## config.mk

```make
export PLATFORM = sky130hd
export DESIGN_NAME = drive_arbiter_flat
export DESIGN_NICKNAME = d
export VERILOG_FILES = /design/src/rtl/drive_arbiter_if.sv /design/src/rtl/drive_arbiter.sv /design/src/flat_wrapper.sv
export SDC_FILE = /design/constraint.sdc
export NUM_CORES = 1
export LEC_CHECK = 0
export ABC_CLOCK_PERIOD_IN_PS = 6980
export BUFFER_PORTS_ARGS = -buffer_cell sky130_fd_sc_hd__buf_4
export CAP_MARGIN = 20
export CORE_UTILIZATION = 30
export CTS_BUF_LIST = sky130_fd_sc_hd__clkbuf_8
export CTS_CLUSTER_DIAMETER = 100
export CTS_CLUSTER_SIZE = 16
export DETAILED_ROUTE_END_ITERATION = 10
export PLACE_DENSITY = 0.54
export SYNTH_ARGS = -nofsm -noshare
export SYNTH_HDL_FRONTEND = slang
export SYNTH_SLANG_ARGS = --single-unit
```

## constraint.sdc

```tcl
create_clock -name clk -period 6.98 [get_ports clk]
set_input_delay 1.745 -clock clk [delete_from_list [all_inputs] [get_ports clk]]
set_output_delay 1.745 -clock clk [all_outputs]
set_load 0.01 [all_outputs]
```

## src/rtl/drive_arbiter_if.sv

```systemverilog
// Motor-command bundle between the motion controllers, the drive arbiter and the Dual PWM.
// The arbiter attaches through the slave modport; the controller/bench side uses master.
interface drive_arbiter_if;
  logic       Pause;
  logic [2:0] Req;
  logic [7:0] Cmd0;
  logic [7:0] Cmd1;
  logic [7:0] Cmd2;
  logic       FWD_A;
  logic       FWD_B;
  logic       BWD_A;
  logic       BWD_B;
  logic [1:0] Duty_SelA;
  logic [1:0] Duty_SelB;
  logic [2:0] Grant;
  logic       Fault;

  modport master (
    output Pause, Req, Cmd0, Cmd1, Cmd2,
    input  FWD_A, FWD_B, BWD_A, BWD_B, Duty_SelA, Duty_SelB, Grant, Fault
  );

  modport slave (
    input  Pause, Req, Cmd0, Cmd1, Cmd2,
    output FWD_A, FWD_B, BWD_A, BWD_B, Duty_SelA, Duty_SelB, Grant, Fault
  );
endinterface

```

## src/rtl/drive_arbiter.sv

```systemverilog
// Fixed-priority drive-train arbiter: forwards the owner's motor command, registered, with
// H-bridge coast on reversal or pause release and a minimum hold before requester 1 preempts 2.
module drive_arbiter #(
  parameter int unsigned DEAD_CYCLES = 50_000,
  parameter int unsigned MIN_HOLD    = 1_000_000
) (
  input  logic           clk,
  input  logic           rst,
  drive_arbiter_if.slave bus
);

  localparam int unsigned MaxCnt = (DEAD_CYCLES > MIN_HOLD) ? DEAD_CYCLES : MIN_HOLD;
  localparam int unsigned CntW   = $clog2(MaxCnt + 1);

  localparam logic [CntW-1:0] DeadLast = CntW'(DEAD_CYCLES - 1);
  localparam logic [CntW-1:0] DeadMax  = CntW'(DEAD_CYCLES);
  localparam logic [CntW-1:0] HoldMax  = CntW'(MIN_HOLD);

  localparam logic [1:0] StIdle   = 2'd0;
  localparam logic [1:0] StDrive  = 2'd1;
  localparam logic [1:0] StDead   = 2'd2;
  localparam logic [1:0] StPaused = 2'd3;

  // Command bit layout: {FWD_A, FWD_B, BWD_A, BWD_B, Duty_SelA[1:0], Duty_SelB[1:0]}
  function automatic logic [7:0] mask_cmd(input logic [7:0] c);
    logic [7:0] m;
    m = c;
    if (c[7] && c[5]) begin
      m[7]   = 1'b0;
      m[5]   = 1'b0;
      m[3:2] = 2'b00;
    end
    if (c[6] && c[4]) begin
      m[6]   = 1'b0;
      m[4]   = 1'b0;
      m[1:0] = 2'b00;
    end
    return m;
  endfunction

  function automatic logic invalid_cmd(input logic [7:0] c);
    return (c[7] & c[5]) | (c[6] & c[4]);
  endfunction

  function automatic logic reverses(input logic [7:0] cur, input logic [7:0] nxt);
    return (cur[7] & nxt[5]) | (cur[5] & nxt[7]) | (cur[6] & nxt[4]) | (cur[4] & nxt[6]);
  endfunction

  function automatic logic [2:0] onehot(input logic [1:0] idx);
    return 3'b001 << idx;
  endfunction

  logic [1:0]      state_q, state_d;
  logic [1:0]      owner_q, owner_d;  // index of current (DRIVE) or pending (DEADTIME) owner
  logic [2:0]      grant_q, grant_d;
  logic [7:0]      out_q, out_d;
  logic            fault_q, fault_d;
  logic [CntW-1:0] hold_q, hold_d;
  logic [CntW-1:0] dead_q, dead_d;

  logic       any_req;
  logic [1:0] top;
  logic [1:0] tgt;
  logic       arb, go_pause, go_idle;
  logic [7:0] sel_cmd, masked;

  assign any_req = |bus.Req;
  assign top     = bus.Req[0] ? 2'd0 : (bus.Req[1] ? 2'd1 : 2'd2);

  always_comb begin
    state_d  = state_q;
    owner_d  = owner_q;
    grant_d  = grant_q;
    out_d    = out_q;
    fault_d  = 1'b0;
    hold_d   = hold_q;
    dead_d   = dead_q;
    arb      = 1'b0;
    go_pause = 1'b0;
    go_idle  = 1'b0;
    tgt      = owner_q;

    unique case (state_q)
      StIdle: begin
        if (bus.Pause) begin
          go_pause = 1'b1;
        end else if (any_req) begin
          arb = 1'b1;
          tgt = top;
        end
      end
      StDrive: begin
        if (bus.Pause) begin
          go_pause = 1'b1;
        end else if (!bus.Req[owner_q]) begin
          if (any_req) begin
            arb = 1'b1;
            tgt = top;
          end else begin
            go_idle = 1'b1;
          end
        end else begin
          arb = 1'b1;
          if (bus.Req[0] && owner_q != 2'd0) begin
            tgt = 2'd0;
          end else if (bus.Req[1] && owner_q == 2'd2 && hold_q >= HoldMax) begin
            tgt = 2'd1;
          end
        end
      end
      StDead: begin
        if (bus.Pause) begin
          go_pause = 1'b1;
        end else if (dead_q >= DeadLast) begin
          // Coast done: re-arbitrate, since the pending owner may have dropped meanwhile
          if (any_req) begin
            arb = 1'b1;
            tgt = top;
          end else begin
            go_idle = 1'b1;
          end
        end else begin
          dead_d = dead_q + 1'b1;
          if (any_req && top < owner_q) begin
            owner_d = top;
            grant_d = onehot(top);
          end
        end
      end
      default: begin
        if (!bus.Pause && dead_q >= DeadLast) begin
          go_idle = 1'b1;
        end else if (dead_q < DeadMax) begin
          dead_d = dead_q + 1'b1;
        end
      end
    endcase

    case (tgt)
      2'd0:    sel_cmd = bus.Cmd0;
      2'd1:    sel_cmd = bus.Cmd1;
      default: sel_cmd = bus.Cmd2;
    endcase
    masked = mask_cmd(sel_cmd);

    if (go_pause) begin
      state_d = StPaused;
      out_d   = 8'h00;
      grant_d = 3'b000;
      dead_d  = '0;
      hold_d  = '0;
    end else if (go_idle) begin
      state_d = StIdle;
      out_d   = 8'h00;
      grant_d = 3'b000;
      hold_d  = '0;
    end else if (arb) begin
      owner_d = tgt;
      grant_d = onehot(tgt);
      if (reverses(out_q, masked)) begin
        state_d = StDead;
        out_d   = 8'h00;
        dead_d  = '0;
      end else begin
        state_d = StDrive;
        out_d   = masked;
        fault_d = invalid_cmd(sel_cmd);
        if (state_q == StDrive && tgt == owner_q) begin
          hold_d = (hold_q < HoldMax) ? hold_q + 1'b1 : hold_q;
        end else begin
          hold_d = '0;
        end
      end
    end
  end

  always_ff @(posedge clk) begin
    if (rst) begin
      state_q <= StIdle;
      owner_q <= 2'd0;
      grant_q <= 3'b000;
      out_q   <= 8'h00;
      fault_q <= 1'b0;
      hold_q  <= '0;
      dead_q  <= '0;
    end else begin
      state_q <= state_d;
      owner_q <= owner_d;
      grant_q <= grant_d;
      out_q   <= out_d;
      fault_q <= fault_d;
      hold_q  <= hold_d;
      dead_q  <= dead_d;
    end
  end

  assign {bus.FWD_A, bus.FWD_B, bus.BWD_A, bus.BWD_B, bus.Duty_SelA, bus.Duty_SelB} = out_q;
  assign bus.Grant = grant_q;
  assign bus.Fault = fault_q;

endmodule

```

## src/flat_wrapper.sv

```systemverilog
// flat-port wrapper written by rule: the top's interface ports become plain ports
module drive_arbiter_flat 
#(
  parameter int unsigned DEAD_CYCLES = 50_000,
  parameter int unsigned MIN_HOLD    = 1_000_000
)
  (clk, rst, bus_Pause, bus_Req, bus_Cmd0, bus_Cmd1, bus_Cmd2, bus_FWD_A, bus_FWD_B, bus_BWD_A, bus_BWD_B, bus_Duty_SelA, bus_Duty_SelB, bus_Grant, bus_Fault);
  drive_arbiter_if bus_i ();
  input  logic clk;
  input  logic rst;
  input wire logic [$bits(bus_i.Pause)-1:0] bus_Pause;
  input wire logic [$bits(bus_i.Req)-1:0] bus_Req;
  input wire logic [$bits(bus_i.Cmd0)-1:0] bus_Cmd0;
  input wire logic [$bits(bus_i.Cmd1)-1:0] bus_Cmd1;
  input wire logic [$bits(bus_i.Cmd2)-1:0] bus_Cmd2;
  output wire logic [$bits(bus_i.FWD_A)-1:0] bus_FWD_A;
  output wire logic [$bits(bus_i.FWD_B)-1:0] bus_FWD_B;
  output wire logic [$bits(bus_i.BWD_A)-1:0] bus_BWD_A;
  output wire logic [$bits(bus_i.BWD_B)-1:0] bus_BWD_B;
  output wire logic [$bits(bus_i.Duty_SelA)-1:0] bus_Duty_SelA;
  output wire logic [$bits(bus_i.Duty_SelB)-1:0] bus_Duty_SelB;
  output wire logic [$bits(bus_i.Grant)-1:0] bus_Grant;
  output wire logic [$bits(bus_i.Fault)-1:0] bus_Fault;
  assign bus_i.Pause = bus_Pause;
  assign bus_i.Req = bus_Req;
  assign bus_i.Cmd0 = bus_Cmd0;
  assign bus_i.Cmd1 = bus_Cmd1;
  assign bus_i.Cmd2 = bus_Cmd2;
  assign bus_FWD_A = bus_i.FWD_A;
  assign bus_FWD_B = bus_i.FWD_B;
  assign bus_BWD_A = bus_i.BWD_A;
  assign bus_BWD_B = bus_i.BWD_B;
  assign bus_Duty_SelA = bus_i.Duty_SelA;
  assign bus_Duty_SelB = bus_i.Duty_SelB;
  assign bus_Grant = bus_i.Grant;
  assign bus_Fault = bus_i.Fault;
  drive_arbiter #(.DEAD_CYCLES(DEAD_CYCLES), .MIN_HOLD(MIN_HOLD)) u_core (.clk(clk), .rst(rst), .bus(bus_i));
endmodule
```

==> Word-level counts from Yosys, hierarchy flattened <==
Cells that the tools add are included.
{ "classes": {"n_reduce_logical": 23, "addsub": 2, "shift": 2, "mux": 63, "n_eq_ne": 8, "n_lt_le_gt_ge": 6, "bitwise_logic": 12} }
{ "ops": {"columns": ["operator", "count"], "rows": [
  ["20-bit 2-to-1 mux", 9],
  ["2-bit 2-to-1 mux", 23],
  ["20-bit by 1-bit adder with 20-bit output (second input constant)", 2],
  ["20-bit one-hot mux with 2 select lines", 1],
  ["20-bit by 16-bit greater-or-equal comparator with 1-bit output (second input constant)", 1],
  ["20-bit greater-or-equal comparator (second input constant)", 1],
  ["20-bit by 16-bit less-than comparator with 1-bit output (second input constant)", 1],
  ["20-bit less-than comparator (second input constant)", 1],
  ["1-bit 2-to-1 mux", 19],
  ["8-bit one-hot mux with 2 select lines", 1],
  ["3-bit 2-to-1 mux", 5],
  ["3-bit OR reduction", 3],
  ["1-bit logical AND", 8],
  ["8-bit 2-to-1 mux", 1],
  ["1-bit AND", 6],
  ["1-bit one-hot mux with 3 select lines", 2],
  ["2-bit one-hot mux with 3 select lines", 1],
  ["2-bit nonzero test", 3],
  ["1-bit by 2-bit left shift with 3-bit output (first input constant)", 2],
  ["5-bit OR reduction", 1],
  ["2-bit by 1-bit == test with 1-bit output (second input constant)", 2],
  ["2-bit == test (second input constant)", 2],
  ["2-bit zero test", 2],
  ["2-bit by 1-bit != test with 1-bit output (second input constant)", 2],
  ["12 further kinds", 17]
]} }
{ "word_totals": {"input_bits": 30, "wordCells": 123, "ff_bits": 56, "out_inout_bits": 12} }

==> Longest topological paths before layout <==
Gate-level depths: netlist (run 1).
{ "logic_depth": {"word_depth": 20, "ltp_mapped": 13} }

==> Worst setup path after synthesis (run 1) <==
OpenSTA, ideal clock, no wires.
{ "synth_timing": {"path_kind": "input-to-reg", "from": "in bus_Req[1]", "to": "reg u_core.hold_q[1]", "arrival_ns": 4.419, "n_path_buf": 2, "setup_slack_ns": 2.491, "cell_stages": 12, "cell_sequence": "clkbuf_1 and3b_1 o31ai_1 a211oi_1 a21oi_1 a32oi_2 buf_4 mux2i_1 nor4_4 a22oi_2 or4b_1 a21oi_1"} }
{ "synth_between": {"elab_chain_len": 17, "elab_cells_between_ends": 52, "classes_between": "eq/ne (3); mux (32); bitwise (8); reduce/logical (9)"} }
{ "synth_lines": {"columns": ["element", "line", "source"], "rows": [
  ["start, declared", "flat_wrapper.sv:12", "input wire logic [$bits(bus_i.Req)-1:0] bus_Req;"],
  ["1-bit logical AND (2 in series)", "drive_arbiter.sv:106", "end else if (bus.Req[1] && owner_q == 2'd2 && hold_q >= HoldMax) begin"],
  ["2-bit 2-to-1 mux", "drive_arbiter.sv:106", null],
  ["2-bit 2-to-1 mux", "drive_arbiter.sv:104", "if (bus.Req[0] && owner_q != 2'd0) begin"],
  ["2-bit 2-to-1 mux", "drive_arbiter.sv:95", "end else if (!bus.Req[owner_q]) begin"],
  ["2-bit 2-to-1 mux", "drive_arbiter.sv:93", "if (bus.Pause) begin"],
  ["2-bit one-hot mux with 3 select lines", "drive_arbiter.sv:83", "unique case (state_q)"],
  ["2-bit by 1-bit == test with 1-bit output / 2-bit zero test (equally long branches)", "drive_arbiter.sv:139", "case (tgt)"],
  ["8-bit one-hot mux with 2 select lines", "drive_arbiter.sv:139", null],
  ["1-bit logical AND", "drive_arbiter.sv:28", "if (c[7] && c[5]) begin"],
  ["1-bit 2-to-1 mux", "drive_arbiter.sv:28", null],
  ["1-bit AND", "drive_arbiter.sv:46", "return (cur[7] & nxt[5]) | (cur[5] & nxt[7]) | (cur[6] & nxt[4]) | (cur[4] & nxt[6]);"],
  ["1-bit bitwise OR (3 in series)", "drive_arbiter.sv:46", null],
  ["1-bit inverter (no line)", null, null],
  ["3-bit AND reduction (no line)", null, null],
  ["end signal, assigned", "drive_arbiter.sv:192", "hold_q <= hold_d;"],
  ["end, declared", "drive_arbiter.sv:58", "logic [CntW-1:0] hold_q, hold_d;"]
]} }
Parallel ways exist; a longest one is shown, timed or not. The select of a mux whose other input is x is not followed.
A chain may end at the register's enable or synchronous reset.

==> Worst setup path in the final report (run 1) <==
{ "layout_timing": {"from": "in bus_Req[2]", "to": "reg u_core.hold_q[11]"} }
{ "layout_between": {"elab_chain_len": 15, "elab_cells_between_ends": 46, "classes_between": "eq/ne (3); mux (28); bitwise (8); reduce/logical (7)"} }
{ "layout_lines": {"columns": ["element", "line"], "rows": [
  ["1-bit binary-select mux with 2-bit select / 3-bit OR reduction (equally long branches)", "drive_arbiter.sv:95, drive_arbiter.sv:67"],
  ["1-bit 2-to-1 mux (implied by the code) / 2-bit 2-to-1 mux (equally long branches)", null],
  ["2-bit 2-to-1 mux (on tied branches)", "drive_arbiter.sv:95, drive_arbiter.sv:114"],
  ["2-bit 2-to-1 mux (on tied branches)", "drive_arbiter.sv:93, drive_arbiter.sv:112"],
  ["2-bit one-hot mux with 3 select lines", "drive_arbiter.sv:83"],
  ["2-bit by 1-bit == test with 1-bit output / 2-bit zero test (equally long branches)", "drive_arbiter.sv:139"],
  ["8-bit one-hot mux with 2 select lines", "drive_arbiter.sv:139"],
  ["1-bit logical AND", "drive_arbiter.sv:28"],
  ["1-bit 2-to-1 mux", "drive_arbiter.sv:28"],
  ["1-bit AND", "drive_arbiter.sv:46"],
  ["1-bit bitwise OR (3 in series)", "drive_arbiter.sv:46"],
  ["1-bit inverter (no line)", null],
  ["3-bit AND reduction (no line)", null]
]} }
Parallel ways exist; a longest one is shown, timed or not. The select of a mux whose other input is x is not followed.

==> results of run 1 <==
-- cells in the final DEF (no fill, tap or decap), drive strengths merged, types with 10 or more instances in the layout --
master	netlist	routed
xor2	11	11
mux2i	10	10
inv	16	17
or4	10	10
buf	4	41
nand3b	13	13
nand3	16	16
nand2	39	39
nor2	41	41
o21ai	30	30
a21oi	33	33
nor3	13	13
and3	16	16
dfxtp	56	56
-- power groups by stage --
stage	logic [mW]	registers, mW	clock network [mW]
3_5_place_dp	0.127	0.342	0
6_report	0.127	0.335	0.180
2_1_floorplan	0.0911	0.337	0
5_1_grt	0.142	0.336	0.196
3_3_place_gp	0.125	0.342	0
4_1_cts	0.127	0.335	0.185
-- flip-flops by register name (all words and copies together) (netlist names) --
signal / cells
u_core.bus.Fault: 1
u_core.hold_q: 20
u_core.owner_q: 2
u_core.state_q: 2
u_core.bus.Grant: 3
u_core.out_q: 8
u_core.dead_q: 20
-- routing by layer --
layer  vias to the layer above  share of wire, %
met5                         -                 0
met4                         0               1.3
met3                         8               4.1
met2                        61                45
met1                      1613                50
li1                       1713                 -
-- kinds of logic after synthesis --
kind of cell	synth area share, %
AOI/OAI and AO/OA	24.7
xor gates and xnor gates	3.53
adders and majority gates	1.44
buffers and inverters	4.07
DFF	32.3
muxes	2.88
and+or+nand+nor	31.1
-- area by class of cell --
type / instances / share of cell area, %
inverter: 16 / 1.52
clock inverter: 2 / 0.221
timing repair buffer: 41 / 7.78
clock buffer: 5 / 1.74
tap: 140 / 4.43
sequential: 56 / 28.3
multi-input combinational: 353 / 56.0
-- critical path, stage by stage --
cell	delay, ns
buf_4	0.10
and3b_1	0.24
o31ai_1	0.12
a211oi_1	0.36
a21oi_1	0.16
a32oi_2	0.86
mux2i_1	0.31
nor4_4	0.51
a21oi_1	0.32
or4_1	0.54
a21oi_1	0.15
-- cells in the mapped netlist (5+ instances only) --
library cell,instances
o21ai_0,30
a22oi_1,5
or3_1,9
or4_1,9
and3_1,16
clkbuf_1,16
o31ai_1,9
a32oi_1,5
nand2_1,38
and2_1,8
xor2_1,11
a31oi_1,9
nor3_1,13
nand3b_1,13
a21oi_1,32
nand3_1,16
mux2i_1,10
nor2b_1,7
inv_1,16
dfxtp_1,56
nor2_1,41
-- worst max path at each step --
stage                             end  slack (ns)  cells past startpoint
finish              u_core.hold_q[11]        1.81                     11
global route        u_core.hold_q[11]        1.41                     11
CTS                 u_core.hold_q[11]        1.83                     11
detailed placement  u_core.hold_q[11]        1.49                     11
global placement    u_core.hold_q[11]        1.63                     11
floorplan            u_core.hold_q[1]        2.49                     12
==> metrics.md, run 1 <==
| Metric | Value |
|---|---|
| Status | `completed` |
| CP startpoint | `bus_Req[2]` |
| Die Ht | `110 um` |
| Reg-to-Reg End | `u_core.hold_q[11]` |
| Die width | `110 um` |
| Ys Warns | `0` |
| Cell variety after synth | `62` |
| Hold wc startpoint | `u_core.dead_q[19]` |
| Ys flop type | `dfxtp_1` |
| Post-Layout Cell Count | `613` |
| CTS clk-pin slew, worst paths | `0.10 ns` |
| Vias per cell | `5.54` |
| Residual DRC | `0` |
| Switching Fraction | `30.8%` |
| Slew @ Worst Pin | `1.09 ns` |
| Hold WC Path Type | `reg -> reg` |
| Worst-Skew Late Latency | `0.32 ns` |
| Register area share after synthesis | `32.3%` |
| Final Net Count | `507` |
| Rows | `38` |
| Switching power total | `0.198 mW` |
| CTS Buf Count | `5` |
| FILL cells | `1,181` |
| Slew Limit Fails | `0` |
| Worst reg-to-reg path cell count | `9` |
| Worst EP arrival | `5.42 ns` |
| Worst endpoint required time | `7.23 ns` |
| Leakage | `1.42 nW` |
| CTS Root Cell | `clkbuf_8` |
| Fmax | `194 MHz` |
| Max-Cap Viols | `0` |
| Setup Buffers After CTS | `0` |
| Post-synth ARST share | `0%` |
| RSZ-0062 raised after global routing | `no` |
| CTS Buffer Depth | `2` |
| Routability cong. | `0.891` |
| Io pins | `42` |
| Reg area | `0.00112 sq mm` |
| Placed inst area | `0.00388 sq mm` |
| Vias | `3,395` |
| Synth-to-Final Area Change | `13.9%` |
| Post-CTS sizing | `0` |
| Average wire per standard cell | `14.5 um` |
| Total wire length | `8920 um` |
| First-pass GRT wire length | `14,900 um` |
| Design Power | `0.642 mW` |
| Syn avg cell area | `7.81 sq um` |
| Crit path time final | `5.17 ns` |
| GRT met1 Usage | `21.2%` |
| Clock share of power | `28.0%` |
| Hold path cells | `1` |
| Int Pwr | `0.444 mW` |
| Top cell type by total area after synthesis | `dfxtp_1` |
| CTS tree | `done` |
| Pwr/cell area | `162 mW/mm^2` |
| Hold Slack | `0.483 ns` |
| Worst r2r src | `u_core.dead_q[13]` |
| Number of synthesized register bits | `56` |
| Logic pwr share | `19.8%` |
| ANT nets after route | `0` |
| Total negative slack | `0 ns` |
| Slew HR | `27.1%` |
| Clk_skew | `0.0169 ns` |
| Grt total ovfl | `0` |
| Post-Place Setup Slack | `1.49 ns` |
| H-tree Lvls | `2` |
| Worst setup margin | `1.81 ns` |
| Largest net degree at the start of global routing | `28` |
| Detailed Place HPWL | `6530 um` |
| Hold buffer count at CTS | `0` |
| Flop2flop setup slack | `2.61 ns` |
| Yosys top cell area share | `32.3%` |
| Endpoint, Worst Hold | `u_core.dead_q[19]` |
| Worst vdd ir | `88.1 uV` |
| Number of global-route vias before repair | `3,145` |
| GR peak layer | `met2` |
| Tcrit/Tclk final | `74.0%` |
| Post-synth EDFFs | `0` |
| CP endpoint kind | `flop` |
| Crit start category | `input pin` |
| Share of post-route cells with drive strength above 1 | `13.1%` |
| Initial antenna violation count | `0` |
| Multi-input gate area | `0.00221 sq mm` |
| GR met2 Demand/Resource | `24.8%` |
| Core box area | `0.0111 sq mm` |
| Crit-path max FO | `20` |
| Drt pass-1 iters | `4` |
| DR iter-0 viols | `240` |
| Mapped Area | `0.00347 sq mm` |
| Seq pwr share | `52.2%` |
| Syn_nets | `479` |
| Final hold violation count | `0` |
| Gate Count Post-Synth | `445` |
| Inst Count DP | `606` |
| PortBufs | `41` |
| Final core occ | `35.7%` |
| Clk sink count | `56` |
| Final setup viols | `0` |
| Starting Density | `31.4%` |
| Post-route cell area | `0.00396 sq mm` |
| Top post-synthesis cells by area | `dfxtp_1 32%, a21oi_1 4.6%, nor2_1 4.4%, o21ai_0 4.3%, nand2_1 4.1%` |
| Critical path type | `in -> reg` |
| # diodes | `0` |
| All-Layer GR Usage | `15.6%` |
| M3 GR Usage | `2.73%` |
| Die ar. | `0.0120 sq mm` |
Note: power is estimated with default switching activity, not from simulation.
==> run 2: changes to the inputs <==
--- a/config.mk
+++ b/config.mk
@@ -5,7 +5,8 @@
 export SDC_FILE = /design/constraint.sdc
 export NUM_CORES = 1
 export LEC_CHECK = 0
-export ABC_CLOCK_PERIOD_IN_PS = 6980
+export ABC_AREA = 1
+export ABC_CLOCK_PERIOD_IN_PS = 4500
 export BUFFER_PORTS_ARGS = -buffer_cell sky130_fd_sc_hd__buf_4
 export CAP_MARGIN = 20
 export CORE_UTILIZATION = 30
@@ -13,7 +14,7 @@
 export CTS_CLUSTER_DIAMETER = 100
 export CTS_CLUSTER_SIZE = 16
 export DETAILED_ROUTE_END_ITERATION = 10
-export PLACE_DENSITY = 0.54
+export PLACE_DENSITY = 0.55
 export SYNTH_ARGS = -nofsm -noshare
 export SYNTH_HDL_FRONTEND = slang
 export SYNTH_SLANG_ARGS = --single-unit
==> constraint.sdc (replaced) <==
create_clock -name clk -period 4.5 [get_ports clk]
set_input_delay 1.125 -clock clk [delete_from_list [all_inputs] [get_ports clk]]
set_output_delay 1.125 -clock clk [all_outputs]
set_load 0.01 [all_outputs]
==> metrics.md, run 2 <==
| Metric | Value |
|---|---|
| Seq pwr share | `47.4% (-4.8 points)` |
| Setup Buffers After CTS | `0 (unchanged)` |
| Final setup viols | `0 (unchanged)` |
| Status | `completed` |
| Die ar. | `0.0132 sq mm (+9.7%)` |
| Average wire per standard cell | `12.6 um (-14%)` |
| PortBufs | `41 (unchanged)` |
| Post-synth ARST share | `0% (unchanged)` |
| CTS clk-pin slew, worst paths | `0.10 ns (about the same)` |
| CTS Buffer Depth | `2 (unchanged)` |
| Post-route cell area | `0.00433 sq mm (+9.5%)` |
| Total wire length | `10,000 um (+13%)` |
| Die width | `115 um (+4.7%)` |
| Vias | `3,855 (+14%)` |
| Post-CTS sizing | `0 (unchanged)` |
| Crit-path max FO | `31 (+55%)` |
| Gate Count Post-Synth | `600 (+35%)` |
| Rows | `40 (+5.3%)` |
| Worst endpoint required time | `4.70 ns (-2.53 ns)` |
| Yosys top cell area share | `29.4% (-2.9 points)` |
| Reg area | `0.00112 sq mm (unchanged)` |
| Switching power total | `0.379 mW (+92%)` |
| Grt total ovfl | `0 (unchanged)` |
| Most common cell after layout, fill and taps aside | `nand2_1` |
| Worst vdd ir | `120 uV (+36%)` |
| Biggest registers after layout | `u_core.dead_q (20), u_core.hold_q (20), u_core.out_q (8)` |
| Routability cong. | `0.888 (-0.40%)` |
| Max-Cap Viols | `0 (unchanged)` |
| Total negative slack | `0 ns (unchanged)` |
| Largest net degree at the start of global routing | `34 (+21%)` |
| Crit path time final | `3.58 ns` |
| Number of synthesized register bits | `56 (unchanged)` |
| Residual DRC | `0 (unchanged)` |
| Leakage | `1.72 nW (+21%)` |
| CTS Root Cell | `clkbuf_8` |
| ANT nets after route | `0 (unchanged)` |
| Pwr/cell area | `255 mW/mm^2 (+57%)` |
| Share of post-route cells with drive strength above 1 | `14.1% (+0.97 points)` |
| Synth cell count leaders | `130 x nand2_1, 97 x nor2_1, 76 x inv_1` |
| Die Ht | `115 um (+4.7%)` |
| Flop2flop setup slack | `1.30 ns (-1.31 ns)` |
| Io pins | `42 (unchanged)` |
| Vias per cell | `4.82 (-13%)` |
| Drt pass-1 iters | `5 (+1)` |
| Post-synth EDFFs | `0 (unchanged)` |
| CTS Buf Count | `5 (unchanged)` |
| Commonest cells after routing, fill and taps aside | `130 x nand2_1, 97 x nor2_1, 77 x inv_1` |
| Worst EP arrival | `3.78 ns (-1.64 ns)` |
| Top cell type by total area after synthesis | `dfxtp_1` |
| Number of global-route vias before repair | `3,738 (+19%)` |
| Final core occ | `35.5% (-0.23 points)` |
| Placed inst area | `0.00424 sq mm (+9.3%)` |
| CP endpoint kind | `flop` |
| Count leader, synth | `nand2_1` |
| Top post-synthesis cells by area | `dfxtp_1 29%, nand2_1 13%, nor2_1 9.5%, inv_1 7.5%, a21oi_1 5.9%` |
| Hold path cells | `2 (+1)` |
| Slew Limit Fails | `0 (unchanged)` |
| Multi-input gate area | `0.00227 sq mm (+2.3%)` |
| Syn_nets | `634 (+32%)` |
| Synth-to-Final Area Change | `13.5%` |
| All-Layer GR Usage | `15.9% (+0.31 points)` |
| Hold WC Path Type | `reg -> reg` |
| Clk sink count | `56 (unchanged)` |
| DR iter-0 viols | `360 (+50%)` |
| Detailed Place HPWL | `7600 um (+16%)` |
| Int Pwr | `0.726 mW (+63%)` |
| FILL cells | `1,348 (+14%)` |
| Syn avg cell area | `6.36 sq um (-19%)` |
| Switching Fraction | `34.3% (+3.5 points)` |
| Final Net Count | `665 (+31%)` |
| Cell variety after synth | `43 (-31%)` |
| Tcrit/Tclk final | `79.6%` |
| Initial antenna violation count | `0 (unchanged)` |
| Final hold violation count | `0 (unchanged)` |
| Ys flop type | `dfxtp_1` |
| RSZ-0062 raised after global routing | `no` |
| Worst reg-to-reg path cell count | `18 (+9)` |
| Fmax | `279 MHz` |
| # diodes | `0 (unchanged)` |
| CTS tree | `done` |
| Clock share of power | `26.4% (-1.6 points)` |
| Worst-Skew Late Latency | `0.31 ns (about the same)` |
| Logic pwr share | `26.3% (+6.5 points)` |
| Register area share after synthesis | `29.4% (-2.9 points)` |
| Inst Count DP | `792 (+31%)` |
| Slew @ Worst Pin | `0.744 ns (-0.350 ns)` |
| Hold buffer count at CTS | `0 (unchanged)` |
| Starting Density | `31.3% (-0.10 points)` |
| Clk_skew | `0.00940 ns (-0.00753 ns)` |
| Core box area | `0.0122 sq mm (+10%)` |
| Mapped Area | `0.00382 sq mm (+9.9%)` |
| Critical path type | `in -> reg` |
| H-tree Lvls | `2 (unchanged)` |
| First-pass GRT wire length | `17,100 um (+15%)` |
| Post-Layout Cell Count | `800 (+31%)` |
| Ys Warns | `0 (unchanged)` |
| Slew HR | `50.4% (+23 points)` |
| Crit start category | `input pin` |
## run 2: cell count changes after synthesis, sizes merged, moves of 16 or more
cell and change:
nor2 +62, inv +66, nand3 +30, and3 -16
o21ai -18, nand4 +25, nand2 +100
## run 2: routing by layer
| metal | vias up | part of all wire (%) | global-route usage [%] |
|---|---|---|---|
| met1 | 1728 | 47 | 20.2 |
| met4 | 0 | 1.3 | 4.42 |
| met3 | 12 | 4.4 | 2.21 |
| li1 | 2013 | - | - |
| met5 | - | 0 | 0 |
| met2 | 102 | 47 | 28.2 |
## run 2: power by group through the flow
stage	Sequential (mW)	Combinational, mW	Clock (mW)
final	0.524	0.291	0.291
after floorplan	0.532	0.213	0
after global placement	0.534	0.287	0
after detailed placement	0.535	0.291	0
after CTS	0.523	0.292	0.304
after global routing	0.526	0.328	0.321
## run 2: path summary, 6_finish.rpt
| check | end | from |
|---|---|---|
| worst max-delay path | u_core.hold_q[2] | bus_Req[0] |
| worst min-delay path | u_core.dead_q[17] | u_core.dead_q[17] |
| worst max register to register | u_core.hold_q[2] | u_core.dead_q[1] |
| worst min register to register | u_core.dead_q[17] | u_core.dead_q[17] |
## run 2: final cells by class
type | count | share of cell area, %
clock buffer | 6 | 1.91
clock inverter | 2 | 0.260
inverter | 83 | 7.19
multi-input combinational | 441 | 52.3
sequential | 56 | 25.9
tap | 168 | 4.85
timing repair buffer | 44 | 7.62
## run 2: metrics by stage
| step | setup WS, ns | power (mW) | hold WS, ns |
|---|---|---|---|
| after CTS | 0.931 | 1.12 | 0.437 |
| after global routing | 0.621 | 1.18 | 0.451 |
| final | 0.920 | 1.11 | 0.434 |
| after global placement | 0.604 | 0.822 | 0.415 |
| after floorplan | 1.43 | 0.745 | 0.408 |
| after detailed placement | 0.587 | 0.826 | 0.422 |
## run 2: kinds of logic after synthesis
logic type	after synthesis	synth area share (%)
AND/OR/NAND/NOR	339	41.4
adder cells (fa/ha/maj)	4	1.31
flip-flops	56	29.4
buffers and inverters	103	11.2
XOR/XNOR	20	4.59
AO/OA/AOI/OAI	78	12.1
## run 2: critical path: stages
cell,delay [ns]
buf_4,0.13
nor2_1,0.28
o211ai_1,0.14
a21oi_1,0.15
o21ai_1,0.09
nor2_2,0.18
inv_1,0.10
nand2_4,0.17
nor2_4,0.09
nand2_1,0.08
nand3_1,0.12
nand3_1,0.13
nand2_2,0.11
nor2_8,0.36
nand3_4,0.30
nand2_1,0.13
a21oi_1,0.07
==> run 3: changes to the inputs <==
--- a/config.mk
+++ b/config.mk
@@ -6,7 +6,7 @@
 export NUM_CORES = 1
 export LEC_CHECK = 0
 export ABC_AREA = 1
-export ABC_CLOCK_PERIOD_IN_PS = 4500
+export ABC_CLOCK_PERIOD_IN_PS = 3230
 export BUFFER_PORTS_ARGS = -buffer_cell sky130_fd_sc_hd__buf_4
 export CAP_MARGIN = 20
 export CORE_UTILIZATION = 30
==> constraint.sdc (replaced) <==
create_clock -name clk -period 3.23 [get_ports clk]
set_input_delay 0.8075 -clock clk [delete_from_list [all_inputs] [get_ports clk]]
set_output_delay 0.8075 -clock clk [all_outputs]
set_load 0.01 [all_outputs]
==> metrics.md, run 3 (synthesis results as in run 2) <==
| Metric | Value |
|---|---|
| # diodes | `0 (unchanged)` |
| ANT nets after route | `0 (unchanged)` |
| Average wire per standard cell | `12.3 um (-2.0%)` |
| DR iter-0 viols | `278 (-23%)` |
| Slew Limit Fails | `0 (unchanged)` |
| CP endpoint kind | `flop` |
| Slew HR | `65.1% (+15 points)` |
| Worst endpoint required time | `3.48 ns (-1.22 ns)` |
| CTS Buf Count | `5 (unchanged)` |
| Starting Density | `31.3% (unchanged)` |
| Worst-Skew Late Latency | `0.32 ns (about the same)` |
| Max-Cap Viols | `0 (unchanged)` |
| Total negative slack | `0 ns (unchanged)` |
| Critical path type | `reg -> reg` |
| M3 GR Usage | `2.42% (+0.21 points)` |
| Worst r2r src | `u_core.dead_q[1]` |
| Leakage | `1.77 nW (+2.8%)` |
| Hold path cells | `2 (unchanged)` |
| Hold WC Path Type | `reg -> reg` |
| All-Layer GR Usage | `15.7% (-0.23 points)` |
| Hold wc startpoint | `u_core.dead_q[19]` |
| Design Power | `1.54 mW (+39%)` |
| Detailed Place HPWL | `7690 um (+1.2%)` |
| Biggest registers after layout | `u_core.dead_q (20), u_core.hold_q (20), u_core.out_q (8)` |
| Vias per cell | `4.79 (-0.62%)` |
| Final Net Count | `675 (+1.5%)` |
| CTS Buffer Depth | `2 (unchanged)` |
| Die ar. | `0.0132 sq mm (unchanged)` |
| CTS Root Cell | `clkbuf_8` |
| Clk sink count | `56 (unchanged)` |
| Pwr/cell area | `348 mW/mm^2 (+36%)` |
| Slew @ Worst Pin | `0.519 ns (-0.225 ns)` |
| Post-CTS sizing | `0 (unchanged)` |
| Commonest cells after routing, fill and taps aside | `130 x nand2_1, 97 x nor2_1, 77 x inv_1` |
| CTS tree | `done` |
| RSZ-0062 raised after global routing | `no` |
| Largest net degree at the start of global routing | `35 (+2.9%)` |
| Worst vdd ir | `158 uV (+32%)` |
| Post-Layout Cell Count | `810 (+1.3%)` |
| PortBufs | `41 (unchanged)` |
| Endpoint, Worst Hold | `u_core.dead_q[19]` |
| FILL cells | `1,361 (+0.96%)` |
| GRT met1 Usage | `20.0% (-0.17 points)` |
| GR met2 Demand/Resource | `27.3% (-0.85 points)` |
| Residual DRC | `0 (unchanged)` |
| Crit-path max FO | `12 (-61%)` |
| Status | `completed` |
| Inst Count DP | `802 (+1.3%)` |
| Hold buffer count at CTS | `0 (unchanged)` |
| Final setup viols | `0 (unchanged)` |
| Share of post-route cells with drive strength above 1 | `15.4% (+1.3 points)` |
| Drt pass-1 iters | `4 (-1)` |
| GR peak layer | `met2` |
| Grt total ovfl | `0 (unchanged)` |
| Die width | `115 um (unchanged)` |
| Final hold violation count | `0 (unchanged)` |
| Crit start category | `flop` |
| Vias | `3,879 (+0.62%)` |
| Initial antenna violation count | `0 (unchanged)` |
| Worst reg-to-reg path cell count | `20 (+2)` |
| Io pins | `42 (unchanged)` |
| Fmax | `356 MHz` |
| Flop2flop setup slack | `0.42 ns (-0.88 ns)` |
| Crit path time final | `2.81 ns` |
| CTS clk-pin slew, worst paths | `0.10 ns (about the same)` |
| Rows | `40 (unchanged)` |
| Clk_skew | `0.00985 ns (+0.000450 ns)` |
| Worst EP arrival | `3.06 ns (-0.72 ns)` |
| Total wire length | `9970 um (-0.77%)` |
| First-pass GRT wire length | `16,700 um (-2.6%)` |
| Setup Buffers After CTS | `0 (unchanged)` |
| Reg-to-Reg End | `u_core.hold_q[7]` |
| Tcrit/Tclk final | `86.9%` |
| Core box area | `0.0122 sq mm (unchanged)` |
| Die Ht | `115 um (unchanged)` |
| Synth-to-Final Area Change | `15.7%` |
| Number of global-route vias before repair | `3,517 (-5.9%)` |
| H-tree Lvls | `2 (unchanged)` |
| Routability cong. | `0.847 (-4.6%)` |
| Most common cell after layout, fill and taps aside | `nand2_1` |
[run 3: cell types whose count changed in the layout (fill, tap and decap cells not counted), sizes merged]
cell / previous run / this run
clkbuf: 6 / 5
buf: 44 / 54
clkinv: 1 / 2
[run 3: layer usage]
layer  part of all wire (%)  up-vias
li1                       -     2028
met1                     47     1756
met2                     47       85
met3                    5.4       10
met4                    1.4        0
met5                      0        -
[run 3: layout make-up]
cell class	count	area (sq um)	area share (%)
multi-input combinational	441	2270	51.3
sequential	56	1120	25.4
timing repair buffer	54	418	9.46
inverter	83	312	7.06
tap	168	210	4.76
clock buffer	5	68.8	1.56
clock inverter	3	20.0	0.453
[run 3: per-stage QoR]
stage | setup WS (ns) | utilization, % | hold WS (ns) | instance area (sq um)
after floorplan | 0.481 | - | 0.408 | 3820
final | 0.422 | 36.2 | 0.433 | 4420
after global placement | 0.0947 | 35.4 | 0.415 | 4330
after global routing | 0.0764 | 36.2 | 0.470 | 4420
after CTS | 0.425 | 36.2 | 0.436 | 4420
after detailed placement | 0.110 | 35.4 | 0.420 | 4330
[run 3: worst max path at each step]
stage | to | depth (start not counted) | start
detailed placement | u_core.hold_q[14] | 17 | bus_Req[0]
global route | u_core.hold_q[7] | 20 | u_core.dead_q[0]
finish | u_core.hold_q[7] | 20 | u_core.dead_q[1]
CTS | u_core.hold_q[1] | 21 | u_core.dead_q[1]
global placement | u_core.hold_q[11] | 17 | bus_Req[1]
floorplan | u_core.hold_q[10] | 19 | bus_Pause
[run 3: critical path, stage by stage, from the launching register on]
cell and delay [ns]:
dfxtp_1 0.39, ha_1 0.22, nand3_1 0.14, nor2_1 0.13, nand2_1 0.07, nand3_2 0.12
nand2_2 0.10, nand2_1 0.07, nand3_1 0.11, nand3_2 0.15, nand2_4 0.11, nor2_4 0.17
nand2_1 0.10, inv_1 0.06, nor2_1 0.05, nand3_2 0.07, nand2_4 0.07, nor2_8 0.14
buf_4 0.20, nand4_1 0.10, a21oi_1 0.17
[run 3: power breakdown]
group | internal, mW | total (mW) | switching, mW
combinational | 0.146 | 0.417 | 0.271
sequential | 0.708 | 0.731 | 0.0239
clock | 0.152 | 0.388 | 0.237
total | 1.01 | 1.54 | 0.531
